==> src/rtl/atan_arbiter_if.sv <==
// Requester/response bus of atan_arbiter: N packed (x, y) request lanes plus the tagged result strobe.
// master = requesters and result consumer, slave = the arbiter.
interface atan_arbiter_if #(
    parameter int N     = 4,
    parameter int width = 10
);
    logic [N-1:0]         req_valid;
    logic [N*width-1:0]   req_x;
    logic [N*width-1:0]   req_y;
    logic [N-1:0]         req_ready;
    logic                 pause;
    logic                 resp_valid;
    logic [$clog2(N)-1:0] resp_id;
    logic [11:0]          resp_degree;
    logic                 resp_err;
    logic                 busy;

    modport master (
        output req_valid, req_x, req_y, pause,
        input  req_ready, resp_valid, resp_id, resp_degree, resp_err, busy
    );

    modport slave (
        input  req_valid, req_x, req_y, pause,
        output req_ready, resp_valid, resp_id, resp_degree, resp_err, busy
    );
endinterface

==> src/rtl/atan_arbiter.sv <==
// Round-robin scheduler sharing one clocked atan core between N requesters, returning id-tagged angles.
// Define ATAN_ARB_ZERO_CHK_EN to flag zero vectors (resp_err=1, resp_degree=0); otherwise resp_err stays 0.
module atan_arbiter #(
    parameter int N        = 4,
    parameter int width    = 10,
    parameter int ATAN_LAT = 1
) (
    input  logic                    clk,
    input  logic                    rst,
    atan_arbiter_if.slave           bus,
    output logic signed [width-1:0] atan_x,
    output logic signed [width-1:0] atan_y,
    input  logic [11:0]             atan_degree
);
    localparam int ID_W  = $clog2(N);
    localparam int DEPTH = ATAN_LAT + 1;
    localparam int CNT_W = $clog2(ATAN_LAT + 2);

    logic [ID_W-1:0]               ptr_q, ptr_d;
    logic [N-1:0]                  grant;
    logic [ID_W-1:0]               gnt_idx;
    logic                          gnt_found;
    logic                          transfer;
    logic signed [width-1:0]       sel_x, sel_y;
    logic                          sel_err;

    logic signed [width-1:0]       atan_x_q, atan_x_d;
    logic signed [width-1:0]       atan_y_q, atan_y_d;

    // Tag stage 0 sits alongside the issue register; the last stage lines up with atan_degree.
    logic [DEPTH-1:0]              tag_vld_q, tag_vld_d;
    logic [DEPTH-1:0][ID_W-1:0]    tag_id_q, tag_id_d;
    logic [DEPTH-1:0]              tag_err_q, tag_err_d;

    logic                          resp_valid_q, resp_valid_d;
    logic [ID_W-1:0]               resp_id_q, resp_id_d;
    logic [11:0]                   resp_degree_q, resp_degree_d;
    logic                          resp_err_q, resp_err_d;
    logic [CNT_W-1:0]              cnt_q, cnt_d;

    // First valid requester searching from ptr upward, wrapping at N.
    always_comb begin
        int idx;
        idx       = 0;
        grant     = '0;
        gnt_idx   = '0;
        gnt_found = 1'b0;
        for (int k = 0; k < N; k++) begin
            idx = int'(ptr_q) + k;
            if (idx >= N) begin
                idx = idx - N;
            end
            if (!gnt_found && bus.req_valid[ID_W'(idx)]) begin
                gnt_found = 1'b1;
                gnt_idx   = ID_W'(idx);
            end
        end
        if (gnt_found && !bus.pause && !rst) begin
            grant[gnt_idx] = 1'b1;
        end
    end

    assign transfer = |(bus.req_valid & grant);

    always_comb begin
        sel_x   = bus.req_x[gnt_idx*width +: width];
        sel_y   = bus.req_y[gnt_idx*width +: width];
`ifdef ATAN_ARB_ZERO_CHK_EN
        sel_err = (sel_x == '0) && (sel_y == '0);
`else
        sel_err = 1'b0;
`endif
    end

    always_comb begin
        ptr_d    = ptr_q;
        atan_x_d = atan_x_q;
        atan_y_d = atan_y_q;
        if (transfer) begin
            atan_x_d = sel_x;
            atan_y_d = sel_y;
            if (gnt_idx == ID_W'(N - 1)) begin
                ptr_d = '0;
            end else begin
                ptr_d = gnt_idx + 1'b1;
            end
        end

        tag_vld_d    = '0;
        tag_id_d     = '0;
        tag_err_d    = '0;
        tag_vld_d[0] = transfer;
        tag_id_d[0]  = transfer ? gnt_idx : '0;
        tag_err_d[0] = transfer & sel_err;
        for (int j = 1; j < DEPTH; j++) begin
            tag_vld_d[j] = tag_vld_q[j-1];
            tag_id_d[j]  = tag_id_q[j-1];
            tag_err_d[j] = tag_err_q[j-1];
        end
    end

    // Results are captured when a live tag leaves the pipeline; other fields hold between strobes.
    always_comb begin
        resp_valid_d  = tag_vld_q[DEPTH-1];
        resp_id_d     = resp_id_q;
        resp_degree_d = resp_degree_q;
        resp_err_d    = resp_err_q;
        if (tag_vld_q[DEPTH-1]) begin
            resp_id_d     = tag_id_q[DEPTH-1];
            resp_err_d    = tag_err_q[DEPTH-1];
            resp_degree_d = tag_err_q[DEPTH-1] ? 12'd0 : atan_degree;
        end

        cnt_d = cnt_q;
        if (transfer && !resp_valid_d) begin
            cnt_d = cnt_q + 1'b1;
        end else if (!transfer && resp_valid_d) begin
            cnt_d = cnt_q - 1'b1;
        end
    end

    always_ff @(posedge clk or posedge rst) begin
        if (rst) begin
            ptr_q         <= '0;
            atan_x_q      <= '0;
            atan_y_q      <= '0;
            tag_vld_q     <= '0;
            tag_id_q      <= '0;
            tag_err_q     <= '0;
            resp_valid_q  <= 1'b0;
            resp_id_q     <= '0;
            resp_degree_q <= '0;
            resp_err_q    <= 1'b0;
            cnt_q         <= '0;
        end else begin
            ptr_q         <= ptr_d;
            atan_x_q      <= atan_x_d;
            atan_y_q      <= atan_y_d;
            tag_vld_q     <= tag_vld_d;
            tag_id_q      <= tag_id_d;
            tag_err_q     <= tag_err_d;
            resp_valid_q  <= resp_valid_d;
            resp_id_q     <= resp_id_d;
            resp_degree_q <= resp_degree_d;
            resp_err_q    <= resp_err_d;
            cnt_q         <= cnt_d;
        end
    end

    assign bus.req_ready   = grant;
    assign atan_x          = atan_x_q;
    assign atan_y          = atan_y_q;
    assign bus.resp_valid  = resp_valid_q;
    assign bus.resp_id     = resp_id_q;
    assign bus.resp_degree = resp_degree_q;
    assign bus.resp_err    = resp_err_q;
    assign bus.busy        = (cnt_q != '0) | resp_valid_q;
endmodule

==> src/flat_wrapper.sv <==
// flat-port wrapper written by rule: the top's interface ports become plain ports
module atan_arbiter_flat 
#(
    parameter int N        = 4,
    parameter int width    = 10,
    parameter int ATAN_LAT = 1
)
  (clk, rst, atan_x, atan_y, atan_degree, bus_req_valid, bus_req_x, bus_req_y, bus_pause, bus_req_ready, bus_resp_valid, bus_resp_id, bus_resp_degree, bus_resp_err, bus_busy);
  atan_arbiter_if #(.N(N), .width(width)) bus_i ();
  input  logic clk;
  input  logic rst;
  output logic signed [width-1:0] atan_x;
  output logic signed [width-1:0] atan_y;
  input  logic [11:0] atan_degree;
  input wire logic [$bits(bus_i.req_valid)-1:0] bus_req_valid;
  input wire logic [$bits(bus_i.req_x)-1:0] bus_req_x;
  input wire logic [$bits(bus_i.req_y)-1:0] bus_req_y;
  input wire logic [$bits(bus_i.pause)-1:0] bus_pause;
  output wire logic [$bits(bus_i.req_ready)-1:0] bus_req_ready;
  output wire logic [$bits(bus_i.resp_valid)-1:0] bus_resp_valid;
  output wire logic [$bits(bus_i.resp_id)-1:0] bus_resp_id;
  output wire logic [$bits(bus_i.resp_degree)-1:0] bus_resp_degree;
  output wire logic [$bits(bus_i.resp_err)-1:0] bus_resp_err;
  output wire logic [$bits(bus_i.busy)-1:0] bus_busy;
  assign bus_i.req_valid = bus_req_valid;
  assign bus_i.req_x = bus_req_x;
  assign bus_i.req_y = bus_req_y;
  assign bus_i.pause = bus_pause;
  assign bus_req_ready = bus_i.req_ready;
  assign bus_resp_valid = bus_i.resp_valid;
  assign bus_resp_id = bus_i.resp_id;
  assign bus_resp_degree = bus_i.resp_degree;
  assign bus_resp_err = bus_i.resp_err;
  assign bus_busy = bus_i.busy;
  atan_arbiter #(.N(N), .width(width), .ATAN_LAT(ATAN_LAT)) u_core (.clk(clk), .rst(rst), .bus(bus_i), .atan_x(atan_x), .atan_y(atan_y), .atan_degree(atan_degree));
endmodule
==> config.mk <==
export PLATFORM = sky130hd
export DESIGN_NAME = atan_arbiter_flat
export DESIGN_NICKNAME = d
export VERILOG_FILES = /design/src/rtl/atan_arbiter_if.sv /design/src/rtl/atan_arbiter.sv /design/src/flat_wrapper.sv
export SDC_FILE = /design/constraint.sdc
export NUM_CORES = 1
export LEC_CHECK = 0
export BUFFER_PORTS_ARGS = -buffer_cell sky130_fd_sc_hd__buf_2
export CAP_MARGIN = 20
export CORE_ASPECT_RATIO = 0.8
export CORE_MARGIN = 2
export CORE_UTILIZATION = 47
export CTS_BUF_LIST = sky130_fd_sc_hd__clkbuf_8
export CTS_CLUSTER_DIAMETER = 30
export DETAILED_ROUTE_END_ITERATION = 8
export HOLD_SLACK_MARGIN = 0.12
export MAX_ROUTING_LAYER = met4
export PLACE_DENSITY_LB_ADDON = 0.25
export SYNTH_ARGS = -nofsm -noshare
export SYNTH_HDL_FRONTEND = slang
export SYNTH_SLANG_ARGS = --single-unit
export TNS_END_PERCENT = 1
==> constraint.sdc <==
create_clock -name clk -period 4.65 [get_ports clk]
set_input_delay 1.1625 -clock clk [delete_from_list [all_inputs] [get_ports clk]]
set_output_delay 1.1625 -clock clk [all_outputs]
set_load 0.01 [all_outputs]
==> results.sh, run 1 <==
export IMPL_status="completed"
export IMPL_yosys_area_top_type="dfrtp_1"
export IMPL_final_seq_area_um2=1126
export IMPL_clock_fmax_ghz=0.2502
export IMPL_cts_root_buf="clkbuf_8"
export IMPL_timing_worst_setup_path_type="input port to output pin"
export IMPL_clkSinkCount=45
export IMPL_numCtsBuffers=5
export IMPL_largest_reg_flops=12
export IMPL_dieArea_um2=5613
export IMPL_grt_use_total=0.2093
export IMPL_cts_setup_buffers=0
export IMPL_syn_cell_area_um2=2362
export IMPL_pin_count=140
export IMPL_endpoint_kind="output pin"
export IMPL_portBuffers=138
export IMPL_coreArea_um2=4921
export IMPL_die_h_um=67.41
export IMPL_cp_cell_sequence="buf_2, a21boi_1, o221ai_4, buf_4, and3_1, buf_2"
export IMPL_whs_ns=0.3522
export IMPL_antennaDiodeCount=0
export IMPL_ff2ff_path_depth=11
export IMPL_cp_depth=6
export IMPL_rsz0062_at_grt="no"
export IMPL_cp_num_buf_inv=3
export IMPL_setup_ws_ns=0.6531
export IMPL_clk_pin_slew_ns=0.08
export IMPL_fillers=397
export IMPL_pre_cts_ws_ns=0.5049
export IMPL_antenna_found_initial=0
export IMPL_multi_input_area_um2=1120
export IMPL_critPathArrivalTime_ns=2.83
export IMPL_cp_start_kind="input port"
export IMPL_place_congestion=0.7735
export IMPL_ys_seq_area_frac=0.4767
export IMPL_insertion_delay_ns=0.29
export IMPL_cts_buffer_depth=2
export IMPL_finalNetCount=424
export IMPL_grt_ovfl_total=0
export IMPL_crit_top_cell="buf_2"
export IMPL_grt_max_degree=46
export IMPL_met2_usage=0.3377
export IMPL_synthTopCellsByCount="45 x dfrtp_1, 35 x mux2_2, 23 x nor3_1, 22 x mux2i_1, 20 x a221o_1"
export IMPL_htree_levels=2
export IMPL_synthMuxAreaShare=0.2601
export IMPL_synth_ff_type="dfrtp_1"
export IMPL_synth_net_count=292
export IMPL_gr_max_usage_layer="met2"
export IMPL_clock_skew_ns=0.002932
export IMPL_max_cap_violations=0
export IMPL_routedWlPerCell_um=14.06
export IMPL_yosys_area_top_type_share=0.4767
export IMPL_vias_per_cell=5.205
export IMPL_synthXorXnorAreaFrac=0.01112
export IMPL_fin_tns_setup_ns=0
export IMPL_rows=23
export IMPL_crit_family="buffers and inverters"
export IMPL_worst_pin_slew_ns=0.9082
export IMPL_timing_rr_start="u_core.ptr_q[1]$_DFFE_PP0N_"
export IMPL_synthTopCellsByArea="dfrtp_1 48%, mux2_2 17%, mux2i_1 9.3%"
export IMPL_wl_mm=5.428
export IMPL_cts_resized_gates=0
export IMPL_grt_pass1_vias=2016
export IMPL_worstPathRequired_ns=3.49
export IMPL_synth_edf_count=0
export IMPL_drive_above_1_share=0.5833
export IMPL_synth_cell_types=28
export IMPL_irDropWorstVdd_uv=232.0
export IMPL_cts_tree="done"
export IMPL_crit_fanout=29
export IMPL_drc=0
export IMPL_endpoint="bus_req_ready[2]"
export IMPL_hpwl_mm=4.120
export IMPL_slew_viol_final=0
export IMPL_synth_top_family_by_area="multiplexers"
export IMPL_vias=2009
export IMPL_first_pass_iters=4
export IMPL_async_flop_share=1.000
export IMPL_p_per_area_nw_per_um2=498.5
export IMPL_grtUsageMet3=0.04279
export IMPL_avgSynthCellArea_um2=12.37
export IMPL_setup_violations=0
export IMPL_ctsHoldBuffers=0
export IMPL_r2r_slack_ns=1.29
export IMPL_final_antenna_net_count=0
export IMPL_leakage_uw=0.001650
export IMPL_relSlewSlack=0.3937
export IMPL_synth_fa_ha_area_frac=0.01059
export IMPL_hold_class="flop to flop"
export IMPL_synth_compound_area_share=0.1165
export IMPL_synthToLayoutAreaGrowth_pct=33.63
export IMPL_initial_utilization=0.4800
export IMPL_synth_warnings=0
export IMPL_finalHoldViolations=0
export IMPL_reg2reg_to="u_core.cnt_q[1]$_DFFE_PP0P_"
export IMPL_use_met1=0.2664
export IMPL_cpMaxStageDelayCell="o221ai_4"
export IMPL_synth_most_common_cell="dfrtp_1"
export IMPL_max_stage_delay_ns=0.56
export IMPL_setup_worst_path_start="bus_req_valid[1]"
export IMPL_ys_ff_latch=45
export IMPL_fp_dieW_um=83.26
export IMPL_grt_pass1_wl_mm=9.239
export IMPL_synth_simple_area_share=0.07415
export IMPL_synthCells=191
export IMPL_period_share=0.8596
export IMPL_drtIter0Drc=63
export IMPL_post_route_min_period_ns=3.997
## metal layers
metal  part of all wire  vias up
li1                   -      977
met1               0.45      956
met2               0.48       65
met3              0.055       11
met4              0.019        0
met5                  0        -
## stage by stage
step / cell area (µm²) / total power (µW) / std cells / util
final: 3157 / 1574 / 386 / 0.6415
after detailed placement: 3067 / 1350 / 378 / 0.6232
after global routing: 3157 / 1684 / 386 / 0.6415
after global placement: 3067 / 1335 / 378 / 0.6232
after CTS: 3157 / 1591 / 386 / 0.6415
after floorplan: 2362 / 1102 / 191 / -
## layout by cell type, fill, tap and decap left out
| cell type | instances |
|---|---|
| buf_2 | 138 |
| conb_1 | 1 |
| o21ai_1 | 1 |
| nor2_1 | 2 |
| mux2_2 | 35 |
| dfrtp_1 | 45 |
| mux2i_1 | 22 |
| ha_1 | 2 |
| o2bb2a_1 | 1 |
| clkbuf_8 | 5 |
| nor3_1 | 23 |
| a21oi_2 | 1 |
| a21boi_1 | 1 |
| or3_1 | 2 |
| xor2_1 | 2 |
| a21oi_1 | 2 |
| and2_1 | 1 |
| xnor2_1 | 1 |
| inv_6 | 1 |
| or3b_1 | 1 |
| clkinvlp_4 | 1 |
| and3_1 | 1 |
| inv_1 | 5 |
| a221o_1 | 20 |
| nor4_1 | 1 |
| nor3b_2 | 1 |
| inv_2 | 1 |
| o221ai_4 | 1 |
| clkinv_2 | 1 |
| buf_4 | 4 |
| a21o_1 | 1 |
## worst min-delay path by stage
stage | startpoint | to | slack [ns] | cells past startpoint
2_1_floorplan | u_core.tag_id_d[2]$_DFF_PP0_ | u_core.tag_id_q[2]$_DFF_PP0_ | 0.33 | 0
3_3_place_gp | u_core.tag_id_d[3]$_DFF_PP0_ | u_core.tag_id_q[3]$_DFF_PP0_ | 0.33 | 0
3_5_place_dp | u_core.tag_id_d[2]$_DFF_PP0_ | u_core.tag_id_q[2]$_DFF_PP0_ | 0.34 | 0
4_1_cts | u_core.tag_id_d[2]$_DFF_PP0_ | u_core.tag_id_q[2]$_DFF_PP0_ | 0.35 | 0
5_1_grt | u_core.tag_id_d[3]$_DFF_PP0_ | u_core.tag_id_q[3]$_DFF_PP0_ | 0.36 | 0
6_report | u_core.tag_id_d[2]$_DFF_PP0_ | u_core.tag_id_q[2]$_DFF_PP0_ | 0.35 | 0
## power by group
group          switching, µW  internal (µW)
registers               89.1            539
clock network            132            107
logic                    339            368
total                    560           1010
## worst register-to-register path: stages, from the launching register on
cell and delay (ns):
dfrtp_1 0.45, mux2i_1 0.18, o221ai_4 0.57, inv_1 0.18
ha_1 0.28, a21oi_2 0.17, a21o_1 0.66, inv_1 0.16
ha_1 0.25, xor2_1 0.14, nor2_1 0.11, xor2_1 0.14
## kinds of logic (layout without fill, tap and decap cells)
family          count (synthesis)  count (layout)
simple gates                   32              32
other cells                     1               1
flops                          45              45
mux                            57              57
compound gates                 28              28
buf+inv                        23             156
xor+xnor                        3               3
fa+ha+maj                       2               2
## final cells by class
cell class | count | share of cell area
timing repair buffer | 142 | 0.2283
sequential | 45 | 0.3567
clock inverter | 3 | 0.006738
multi-input combinational | 123 | 0.3547
tap | 62 | 0.02457
clock buffer | 5 | 0.02180
inverter | 6 | 0.007134
(Power assumes the default switching activity.)
==> run 2: changes to the inputs <==
--- a/config.mk
+++ b/config.mk
@@ -13,9 +13,11 @@
 export CTS_BUF_LIST = sky130_fd_sc_hd__clkbuf_8
 export CTS_CLUSTER_DIAMETER = 30
 export DETAILED_ROUTE_END_ITERATION = 8
+export GPL_ROUTABILITY_DRIVEN = 0
 export HOLD_SLACK_MARGIN = 0.12
 export MAX_ROUTING_LAYER = met4
 export PLACE_DENSITY_LB_ADDON = 0.25
+export RECOVER_POWER = 25
 export SYNTH_ARGS = -nofsm -noshare
 export SYNTH_HDL_FRONTEND = slang
 export SYNTH_SLANG_ARGS = --single-unit
==> run 2 against run 1 <==
The flow now finishes with violations (capacitance limit, slew limit). Clock skew is the same. Total power barely moved. Critical endpoint unchanged. Sequential power is essentially flat. Worst hold slack is the same.
==> results.sh, run 2 (synthesis results as in run 1) <==
export IMPL_vias_per_cell=5.205
export IMPL_p_per_area_nw_per_um2=498.6
export IMPL_endpoint_kind="output pin"
export IMPL_hpwl_mm=4.120
export IMPL_crit_family="buffers and inverters"
export IMPL_relSlewSlack=-0.1032
export IMPL_crit_top_cell="buf_2"
export IMPL_portBuffers=138
export IMPL_setup_violations=0
export IMPL_drc=0
export IMPL_first_pass_iters=4
export IMPL_grt_ovfl_total=0
export IMPL_cts_tree="done"
export IMPL_grt_pass1_wl_mm=9.239
export IMPL_antennaDiodeCount=0
export IMPL_routedWlPerCell_um=14.07
export IMPL_finalHoldViolations=0
export IMPL_max_stage_delay_ns=0.56
export IMPL_multi_input_area_um2=1120
export IMPL_drive_above_1_share=0.5772
export IMPL_max_cap_violations=1
export IMPL_die_h_um=67.41
export IMPL_ctsHoldBuffers=0
export IMPL_post_route_min_period_ns=3.997
export IMPL_cp_num_buf_inv=3
export IMPL_intPower_uw=1013
export IMPL_cp_start_kind="input port"
export IMPL_clkPwrFrac=0.152
export IMPL_layout_commonest_cell="buf_2"
export IMPL_fp_dieW_um=83.26
export IMPL_numCtsBuffers=5
export IMPL_pin_count=140
export IMPL_insertion_delay_ns=0.29
export IMPL_critPathArrivalTime_ns=2.83
export IMPL_p_comb_frac=0.449
export IMPL_irDropWorstVdd_uv=232.1
export IMPL_finalNetCount=424
export IMPL_timing_worst_setup_path_type="input port to output pin"
export IMPL_fillers=398
export IMPL_cts_resized_gates=0
export IMPL_clk_pin_slew_ns=0.08
export IMPL_cts_setup_buffers=0
export IMPL_hold_class="flop to flop"
export IMPL_power_switching_share=0.3561
export IMPL_grt_use_total=0.2093
export IMPL_cts_root_buf="clkbuf_8"
export IMPL_initial_utilization=0.4800
export IMPL_leakage_uw=0.001648
export IMPL_final_antenna_net_count=0
export IMPL_p_switching_uw=560.3
export IMPL_rsz0062_at_grt="no"
export IMPL_htree_levels=2
export IMPL_clock_skew_ns=0.002932
export IMPL_coreArea_um2=4921
export IMPL_slew_viol_final=46
export IMPL_vias=2009
export IMPL_crit_fanout=29
export IMPL_grt_max_degree=46
export IMPL_final_seq_area_um2=1126
export IMPL_cp_cell_sequence="buf_2, a21boi_1, o221ai_4, buf_4, and3_1, buf_2"
export IMPL_cpMaxStageDelayCell="o221ai_4"
export IMPL_clkSinkCount=45
export IMPL_layout_common_cells="137 x buf_2, 45 x dfrtp_1, 35 x mux2_2"
export IMPL_cts_buffer_depth=2
export IMPL_fin_tns_setup_ns=0
export IMPL_violations="capacitance limit, slew limit"
export IMPL_antenna_found_initial=0
export IMPL_grt_pass1_vias=2016
export IMPL_worst_pin_slew_ns=1.653
export IMPL_rows=23
export IMPL_period_share=0.8596
export IMPL_status="finished, violations left"
export IMPL_largest_reg_flops=12
export IMPL_sequentialPowerShare=0.399
export IMPL_worstPathRequired_ns=3.49
export IMPL_clock_fmax_ghz=0.2502
export IMPL_dieArea_um2=5613
export IMPL_synthToLayoutAreaGrowth_pct=33.58
export IMPL_drtIter0Drc=63
export IMPL_wl_mm=5.430
export IMPL_whs_ns=0.3522
-- run 2: changes by cell type in the layout (fill, tap and decap cells not counted) --
cell and delta:
inv_2 -1, clkbuf_1 +1, inv_1 +1, buf_2 -1
-- run 2: power groups by stage --
stage,Sequential [µW],Combinational (µW),Clock (µW)
CTS,628,716,247
global route,650,768,266
finish,628,707,239
global placement,630,705,0
floorplan,684,419,0
detailed placement,633,717,0
-- run 2: metal layers --
layer	vias to the layer above	global-route usage	routed length [µm]
met3	11	0.04279	298
li1	977	-	-
met1	956	0.2664	2434
met4	0	0.07787	104
met2	65	0.3377	2593
met5	-	-	0
-- run 2: path summary, 6_finish.rpt --
| kind | from | end | slack [ns] | cells past startpoint |
|---|---|---|---|---|
| max | bus_req_valid[1] | bus_req_ready[2] | 0.65 | 6 |
| min | u_core.tag_id_d[2]$_DFF_PP0_ | u_core.tag_id_q[2]$_DFF_PP0_ | 0.35 | 0 |
| max reg2reg | u_core.ptr_q[1]$_DFFE_PP0N_ | u_core.cnt_q[1]$_DFFE_PP0P_ | 1.29 | 11 |
| min reg2reg | u_core.tag_id_d[2]$_DFF_PP0_ | u_core.tag_id_q[2]$_DFF_PP0_ | 0.35 | 0 |
| max in group asynchronous | rst | u_core.bus.resp_degree[10]$_DFFE_PP0P_ | 2.31 | 2 |
| min in group asynchronous | rst | u_core.ptr_q[0]$_DFFE_PP0N_ | 1.38 | 2 |
-- run 2: metrics by stage --
step           setup slack (ns)  cells  power, µW  area (µm²)  utilization
2_1_floorplan             1.048    191       1102        2362            -
3_3_place_gp             0.5941    378       1335        3067       0.6232
3_5_place_dp             0.5049    378       1350        3067       0.6232
4_1_cts                  0.6609    386       1591        3157       0.6415
5_1_grt                  0.5073    386       1684        3156       0.6412
6_report                 0.6531    386       1574        3156       0.6412
-- run 2: area by class of cell --
class / count / share of cell area
timing repair buffer: 142 / 0.2280
clock buffer: 5 / 0.02181
sequential: 45 / 0.3569
inverter: 6 / 0.007137
multi-input combinational: 123 / 0.3549
tap: 62 / 0.02458
clock inverter: 3 / 0.006741
